`src/rtl/regfile_pkg.sv`:
```
// Shared constants for the register file and its pending-write scoreboard.
// Optional write-through bypass is selected with REGFILE_WR_BYPASS_EN.
package regfile_pkg;

    localparam int DATA_W = 32;
    localparam int ADDR_W = 5;
    localparam int NREG   = 1 << ADDR_W;

    localparam logic [ADDR_W-1:0] ZERO_REG = '0;

endpackage

```
`src/rtl/regfile_wr_decode.sv`:
```
// Enabled one-hot index decode; bit 0 is never asserted because x0 is
// hardwired to zero.
module regfile_wr_decode
    import regfile_pkg::*;
(
    input  logic              en,
    input  logic [ADDR_W-1:0] addr,
    output logic [NREG-1:0]   onehot
);

    always_comb begin
        onehot = '0;
        if (en) begin
            onehot[addr] = 1'b1;
        end
        onehot[ZERO_REG] = 1'b0;
    end

endmodule

```
`src/rtl/regfile_scoreboard.sv`:
```
// 32x32 register file with per-register pending-write scoreboard.
// Define REGFILE_WR_BYPASS_EN for same-cycle write-through on the read ports.
module regfile_scoreboard
    import regfile_pkg::*;
(
    input  logic              clk,
    input  logic              rst_n,
    input  logic              RegWrite,
    input  logic [ADDR_W-1:0] wr_addr,
    input  logic [DATA_W-1:0] wr_data,
    input  logic [ADDR_W-1:0] rd_addr_a,
    output logic [DATA_W-1:0] rd_data_a,
    input  logic [ADDR_W-1:0] rd_addr_b,
    output logic [DATA_W-1:0] rd_data_b,
    input  logic              iss_valid,
    input  logic              iss_we,
    input  logic [ADDR_W-1:0] iss_rd,
    output logic              busy_a,
    output logic              busy_b,
    output logic [NREG-1:0]   busy_vec
);

    logic [NREG-1:0][DATA_W-1:0] regs_q, regs_d;
    logic [NREG-1:0]             busy_q, busy_d;
    logic [NREG-1:0]             wr_hot;
    logic [NREG-1:0]             set_hot;

    regfile_wr_decode u_wr_dec (
        .en     (RegWrite),
        .addr   (wr_addr),
        .onehot (wr_hot)
    );

    regfile_wr_decode u_set_dec (
        .en     (iss_valid & iss_we),
        .addr   (iss_rd),
        .onehot (set_hot)
    );

    always_comb begin
        regs_d = regs_q;
        for (int i = 0; i < NREG; i++) begin
            if (wr_hot[i]) begin
                regs_d[i] = wr_data;
            end
        end
        // Set is applied after clear so a younger issue wins on the same index.
        busy_d = (busy_q & ~wr_hot) | set_hot;
    end

    always_ff @(posedge clk) begin
        if (!rst_n) begin
            regs_q <= '0;
            busy_q <= '0;
        end else begin
            regs_q <= regs_d;
            busy_q <= busy_d;
        end
    end

    always_comb begin
        rd_data_a = (rd_addr_a == ZERO_REG) ? '0 : regs_q[rd_addr_a];
        rd_data_b = (rd_addr_b == ZERO_REG) ? '0 : regs_q[rd_addr_b];
        busy_a    = busy_q[rd_addr_a];
        busy_b    = busy_q[rd_addr_b];
`ifdef REGFILE_WR_BYPASS_EN
        if (wr_hot[rd_addr_a]) begin
            rd_data_a = wr_data;
            busy_a    = 1'b0;
        end
        if (wr_hot[rd_addr_b]) begin
            rd_data_b = wr_data;
            busy_b    = 1'b0;
        end
`endif
    end

    assign busy_vec = busy_q;

endmodule

```
`config.mk`:
```
export PLATFORM = sky130hd
export DESIGN_NAME = regfile_scoreboard
export DESIGN_NICKNAME = d
export VERILOG_FILES = /design/src/rtl/regfile_pkg.sv /design/src/rtl/regfile_wr_decode.sv /design/src/rtl/regfile_scoreboard.sv
export SDC_FILE = /design/constraint.sdc
export NUM_CORES = 2
export LEC_CHECK = 0
export CORE_MARGIN = 4
export CORE_UTILIZATION = 30
export CTS_CLUSTER_DIAMETER = 100
export DETAILED_ROUTE_END_ITERATION = 12
export PLACE_DENSITY_LB_ADDON = 0.15
export RECOVER_POWER = 25
export REMOVE_ABC_BUFFERS = 1
export SETUP_SLACK_MARGIN = 0.3
export SLEW_MARGIN = 10
export SYNTH_ARGS = -nofsm -noshare
export SYNTH_HDL_FRONTEND = slang
export SYNTH_SLANG_ARGS = --single-unit
```
`constraint.sdc`:
```
create_clock -name clk -period 2.21 [get_ports clk]
set_clock_uncertainty 0.05 [all_clocks]
set_input_delay 0.442 -clock clk [delete_from_list [all_inputs] [get_ports clk]]
set_output_delay 0.442 -clock clk [all_outputs]
set_load 0.03 [all_outputs]
```
; Word level (Yosys, flattened, before mapping)
; Cells that the tools add are included.
[classes]
order_cmp = 6
muxes = 16
n_bitwise = 4
reduce_logical = 4
[ops]
columns = cell, n
row1 = $bmux W32 S5, 2
row2 = $mux W32, 6
row3 = $and A32 B32 Y32, 1
row4 = $not A32 Y32, 1
row5 = $or A32 B32 Y32, 1
row6 = $lt A5 B6 Y1 const B, 4
row7 = $bmux W1 S5, 2
row8 = $demux W1 S5, 2
row9 = $ge A5 B1 Y1 const B, 2
row10 = $logic_not A5 Y1, 2
row11 = $mux W1, 4
row12 = $logic_and A1 B1 Y1, 2
row13 = $and A1 B1 Y1, 1
[totals]
reg_bits = 1024
inputBits = 57
output_inout_bits = 98
elab_cells = 62

; Logic depth before layout (Yosys ltp)
[depth]
depth_word = 8
mapped_depth = 8
mapped_depth_nobuf = 4

; Cells and area by module
; From an unflattened synthesis, not the netlist that was laid out.
[unflattened]
cells_unflattened = 4996
hier_area_um2 = 56915.8
[modules_own_cells]
columns = mod, instances, cells_per_inst, area_per_inst_um2, seq_area_each_um2
row1 = regfile_scoreboard, 1, 4900, 56440.4, 21140.3
row2 = regfile_wr_decode, 2, 48, 237.7, 0.0

; Worst setup path after synthesis
; Ideal clock, no wire load.
[synth_path]
path_type = input to output
start = in rd_addr_b[1]
end = out rd_data_b[30]
arrival_ps = 2236
required_time_ps = 1718
slack_ps = -518
path_stages = 7
n_path_buf = 3
cell_sequence = buf_2 -> buf_2 -> buf_4 -> nor2b_1 -> a221oi_1 -> o31a_1 -> nor3_1
[synth_via]
elab_chain_len = 3
word_cells_on_any_way = 4
classes_between = mux: 3 / reduce/logical: 1
[synth_lines]
columns = element, line
row1 = start: declaration, regfile_scoreboard.sv:13  ; input logic [ADDR_W-1:0] rd_addr_b,
row2 = $bmux W32 S5, regfile_scoreboard.sv:63  ; rd_data_b = (rd_addr_b == ZERO_REG) ? '0 : regs_q[rd_addr_b];
row3 = $mux W32 (not written as such), regfile_scoreboard.sv:63
row4 = $mux W32 (*), regfile_scoreboard.sv:63
row5 = end: declaration, regfile_scoreboard.sv:14  ; output logic [DATA_W-1:0] rd_data_b,
; Mark *: on every way between the ends. The rest lies on a longest branch, timed or not. The select of a mux whose other input is x is not followed.

; Worst setup path in the final report
[layout_path]
start = reg regs_q[446] (netlist name)
end = out rd_data_a[30]
[layout_via]
elab_chain_len = 3
[layout_lines]
columns = element, line
row1 = start: declaration, regfile_scoreboard.sv:23  ; logic [NREG-1:0][DATA_W-1:0] regs_q, regs_d;
row2 = start signal: assignment, regfile_scoreboard.sv:56  ; regs_q <= regs_d;
row3 = $bmux W32 S5, regfile_scoreboard.sv:62  ; rd_data_a = (rd_addr_a == ZERO_REG) ? '0 : regs_q[rd_addr_a];
row4 = $mux W32 (not written as such), regfile_scoreboard.sv:62
row5 = $mux W32, regfile_scoreboard.sv:62
row6 = end: declaration, regfile_scoreboard.sv:12  ; output logic [DATA_W-1:0] rd_data_a,
; No other way between the ends. The select of a mux whose other input is x is not followed.

==> impl_metrics.py <==
metrics = {
    "outcome": {
        "status": "finished, violations left",
        "violations": "setup timing",
    },
    "logic_synthesis": {
        "synth.cell_area_um2": 53700,
        "synthDistinctLibCells": 43,
        "synth_xor_area_share_pct": 0,
        "synth_top_area_share_pct": 38.2,
        "synth-edff-count": 0,
        "synth_compound_area_share_pct": 19.5,
        "synth_adder_area_share_pct": 0,
        "yosysTopAreaCell": "dfxtp_1",
        "synth_simple_gate_area_share_pct": 16.7,
        "postSynthAreaPerCell_um2": 9.19,
        "synth_ff_type": "dfxtp_1",
        "synthMuxAreaShare_pct": 20.9,
        "synth_cells": 5842,
        "synthArstFlopShare_pct": 0,
        "yosys_warnings": 0,
        "synth_area_leaders": "dfxtp_1 (38%), mux4_2 (19%), nand2_1 (14%)",
        "synth_seq_cells": 1023,
        "synth_top_family_by_area": "multiplexers",
        "ys_seq_area_share_pct": 38.2,
    },
    "clock_tree": {
        "cts.sinks": 1023,
        "cts_tree": "built",
        "clockBufferDepth": 3,
        "clk_latency_ns": 0.75,
        "cts_max_level": 3,
        "cts_root_buf": "clkbuf_16",
        "path_clk_slew_ns": 0.05,
        "numCtsBuffers": 118,
        "hold_buffers": 0,
    },
    "global_route": {
        "grt_usage_pct": 24.8,
        "antenna_found_initial": 5,
        "grt_max_degree": 89,
        "grt_pass1_vias": 46800,
        "grt_pass1_wl_mm": 340,
        "overflow": 0,
    },
    "worst_setup_path": {
        "reg2reg_from": "busy_vec[18]",
        "worstPathMaxFanout": 3,
        "path_cells": "mux4_2, a221oi_2, o31a_1, nor3_4, buf_6, buf_12",
        "startpoint": "regs_q[446]",
        "cp_data_required_time_ns": 1.72,
        "worstSetupPathType": "reg -> out",
        "endpoint_kind": "output pin",
        "crit_path_top_delay_cell": "mux4_2",
        "worst-r2r-cell-count": 4,
        "slowest_delay_ns": 0.51,
        "reg2reg_to": "busy_vec[18]",
        "cp.arrival_ns": 2.63,
        "cp-start-kind": "flip-flop",
        "ff2ff_setup_slack_ns": 1.27,
    },
    "placement": {
        "dp_hpwl_mm": 158,
        "io_buffers": 153,
        "dp_cells": 8407,
        "place_area_um2": 64600,
        "gp_congestion": 0.848,
    },
    "floorplan": {
        "start_util_pct": 30.3,
        "die_w_um": 431,
        "io_pins": 155,
        "die-area_um2": 186000,
        "coreArea_um2": 177000,
        "die_y_um": 431,
        "std_cell_rows": 154,
    },
    "drt": {
        "postRouteAntennaNets": 0,
        "drt-pass1-iter-count": 5,
        "drtIter0Drc": 4494,
        "routed_wl_mm": 237,
        "drc": 0,
        "dr_total_vias": 47500,
        "vias_per_cell": 5.46,
        "wire_per_inst_um": 27.2,
    },
    "timing": {
        "max_freq_mhz": 320,
        "setup_viol_count_final": 285,
        "tightest_slew_ns": 0.778,
        "layout_setup_ws_ns": -0.910,
        "finalHoldViolations": 0,
        "rsz0062_at_grt": "true",
        "finalCriticalPeriod_ns": 3.12,
        "maxSlewHeadroom_pct": 48.1,
        "timing.final.crit_share_pct": 141,
        "slew_violations": 0,
    },
    "worst_hold_path": {
        "hp-start": "rst_n",
        "hold_depth": 2,
        "min_to": "regs_q[435]",
        "min_path_type": "in -> reg",
    },
    "layout": {
        "drive_gt1_share_pct": 29.3,
        "area_growth_pct": 31.6,
        "final_area_um2": 70700,
        "fin_nets": 6315,
        "n_fill_cell": 17300,
        "layout.cells.non_filler": 8694,
    },
    "job": {
        "maxCapViolations": 0,
    },
    "pwr": {
        "p_per_area_nw_per_um2": 645,
        "vdd_drop_max_uv": 585,
        "p_leak_nw": 23.9,
    },
}
worst max path at each step:
stage | end | slack (ns) | depth (start not counted)
floorplan | rd_data_a[0] | -1.21 | 4
global placement | rd_data_b[31] | -1.28 | 11
detailed placement | rd_data_b[31] | -1.28 | 11
CTS | rd_data_b[29] | -1.03 | 8
global route | rd_data_b[29] | -0.97 | 8
finish | rd_data_a[30] | -0.91 | 6
cells in the final DEF (no fill, tap or decap), types with 10 or more instances in the layout:
cell and n:
a21boi_0 926, a21boi_1 66, a21oi_1 46, a21oi_2 12, a22o_1 61, a22oi_1 85, buf_12 281, buf_16 22
buf_4 388, buf_6 84, buf_8 14, bufinv_16 10, clkbuf_1 37, clkbuf_16 122, clkbuf_2 18, clkbuf_4 16
clkbuf_8 40, clkdlybuf4s50_1 44, clkinv_2 15, dfxtp_1 925, dfxtp_2 98, mux2_2 64, mux4_2 462, nand2_1 2008
nand2_2 14, nor2_1 32, nor2_2 21, nor2_4 38, nor2b_1 86, o22ai_1 44, o22ai_2 69, o22ai_4 15
o31a_1 62
synth_stat cells (6+ instances only):
| cell type | n |
|---|---|
| a21boi_0 | 918 |
| a21boi_1 | 74 |
| a21oi_1 | 58 |
| a22o_1 | 62 |
| a22oi_1 | 90 |
| and3b_1 | 7 |
| buf_2 | 142 |
| buf_4 | 28 |
| clkbuf_1 | 419 |
| dfxtp_1 | 1023 |
| inv_1 | 6 |
| mux2_2 | 65 |
| mux2i_1 | 6 |
| mux4_2 | 462 |
| nand2_1 | 2022 |
| nand3_1 | 6 |
| nand3b_1 | 9 |
| nor2_1 | 91 |
| nor2b_1 | 98 |
| nor3_1 | 8 |
| nor3b_1 | 11 |
| o22ai_1 | 128 |
| o31a_1 | 62 |
cell families after synthesis:
kind of cell	count (synthesis)
other cells	1
compound gates	1409
simple gates	2274
flops	1023
mux	533
buf+inv	602
metal layers:
metal / part of all wire [%] / global-route usage, % / routed length (um)
met5: 0 / 0 / 0
met4: 3.7 / 8.54 / 8820
met3: 5.8 / 3.25 / 13800
met2: 46 / 39.5 / 108000
met1: 45 / 34.6 / 106000
layout make-up:
| cell class | count | area (um2) | area share, % |
|---|---|---|---|
| diodes | 5 | 12.5 | 0.0177 |
| clock buffers | 183 | 3660 | 5.18 |
| clock inverters | 28 | 399 | 0.565 |
| inverters | 6 | 22.5 | 0.0319 |
| multi-input cells | 4217 | 31900 | 45.2 |
| flip-flops and latches | 1023 | 20600 | 29.2 |
| well taps | 2340 | 2930 | 4.14 |
| repair buffers | 892 | 11100 | 15.7 |
per-stage QoR:
stage | TNS [ns] | setup WS (ns) | hold WS [ns] | total power [mW] | util [%]
6_report | -53.35 | -0.910 | 0.0445 | 45.6 | 39.9
4_1_cts | -44.26 | -1.03 | 0.00164 | 45.9 | 39.8
3_3_place_gp | -237.73 | -1.28 | 0.399 | 24.7 | 36.5
5_1_grt | -67.95 | -0.968 | 0.0179 | 46.9 | 39.9
2_1_floorplan | -131.04 | -1.21 | 0.392 | 20.7 | -
3_5_place_dp | -254.42 | -1.28 | 0.406 | 24.7 | 36.5
critical path: cells and delay by family (launching register included):
| family | cells | cell delay, ns |
|---|---|---|
| flops | 1 | 0.33 |
| compound gates | 2 | 0.70 |
| buf+inv | 2 | 0.25 |
| mux | 1 | 0.51 |
| simple gates | 1 | 0.09 |
power by group:
| group | total [mW] | internal, mW | switching (mW) |
|---|---|---|---|
| sequential | 18.7 | 18.6 | 0.0989 |
| clock | 20.9 | 12.4 | 8.44 |
| combinational | 6.06 | 2.75 | 3.31 |
registers in the layout, indices dropped and copies added, names as in the netlist:
signal,flops
regs_q,992
busy_vec,31
repair_timing:
item,CTS,global route
gates cloned,12,1
setup buffers,42,16
resized for setup,499,138
endpoints found under the setup margin,97,81
pin swaps,102,66
(Power assumes the default switching activity.)
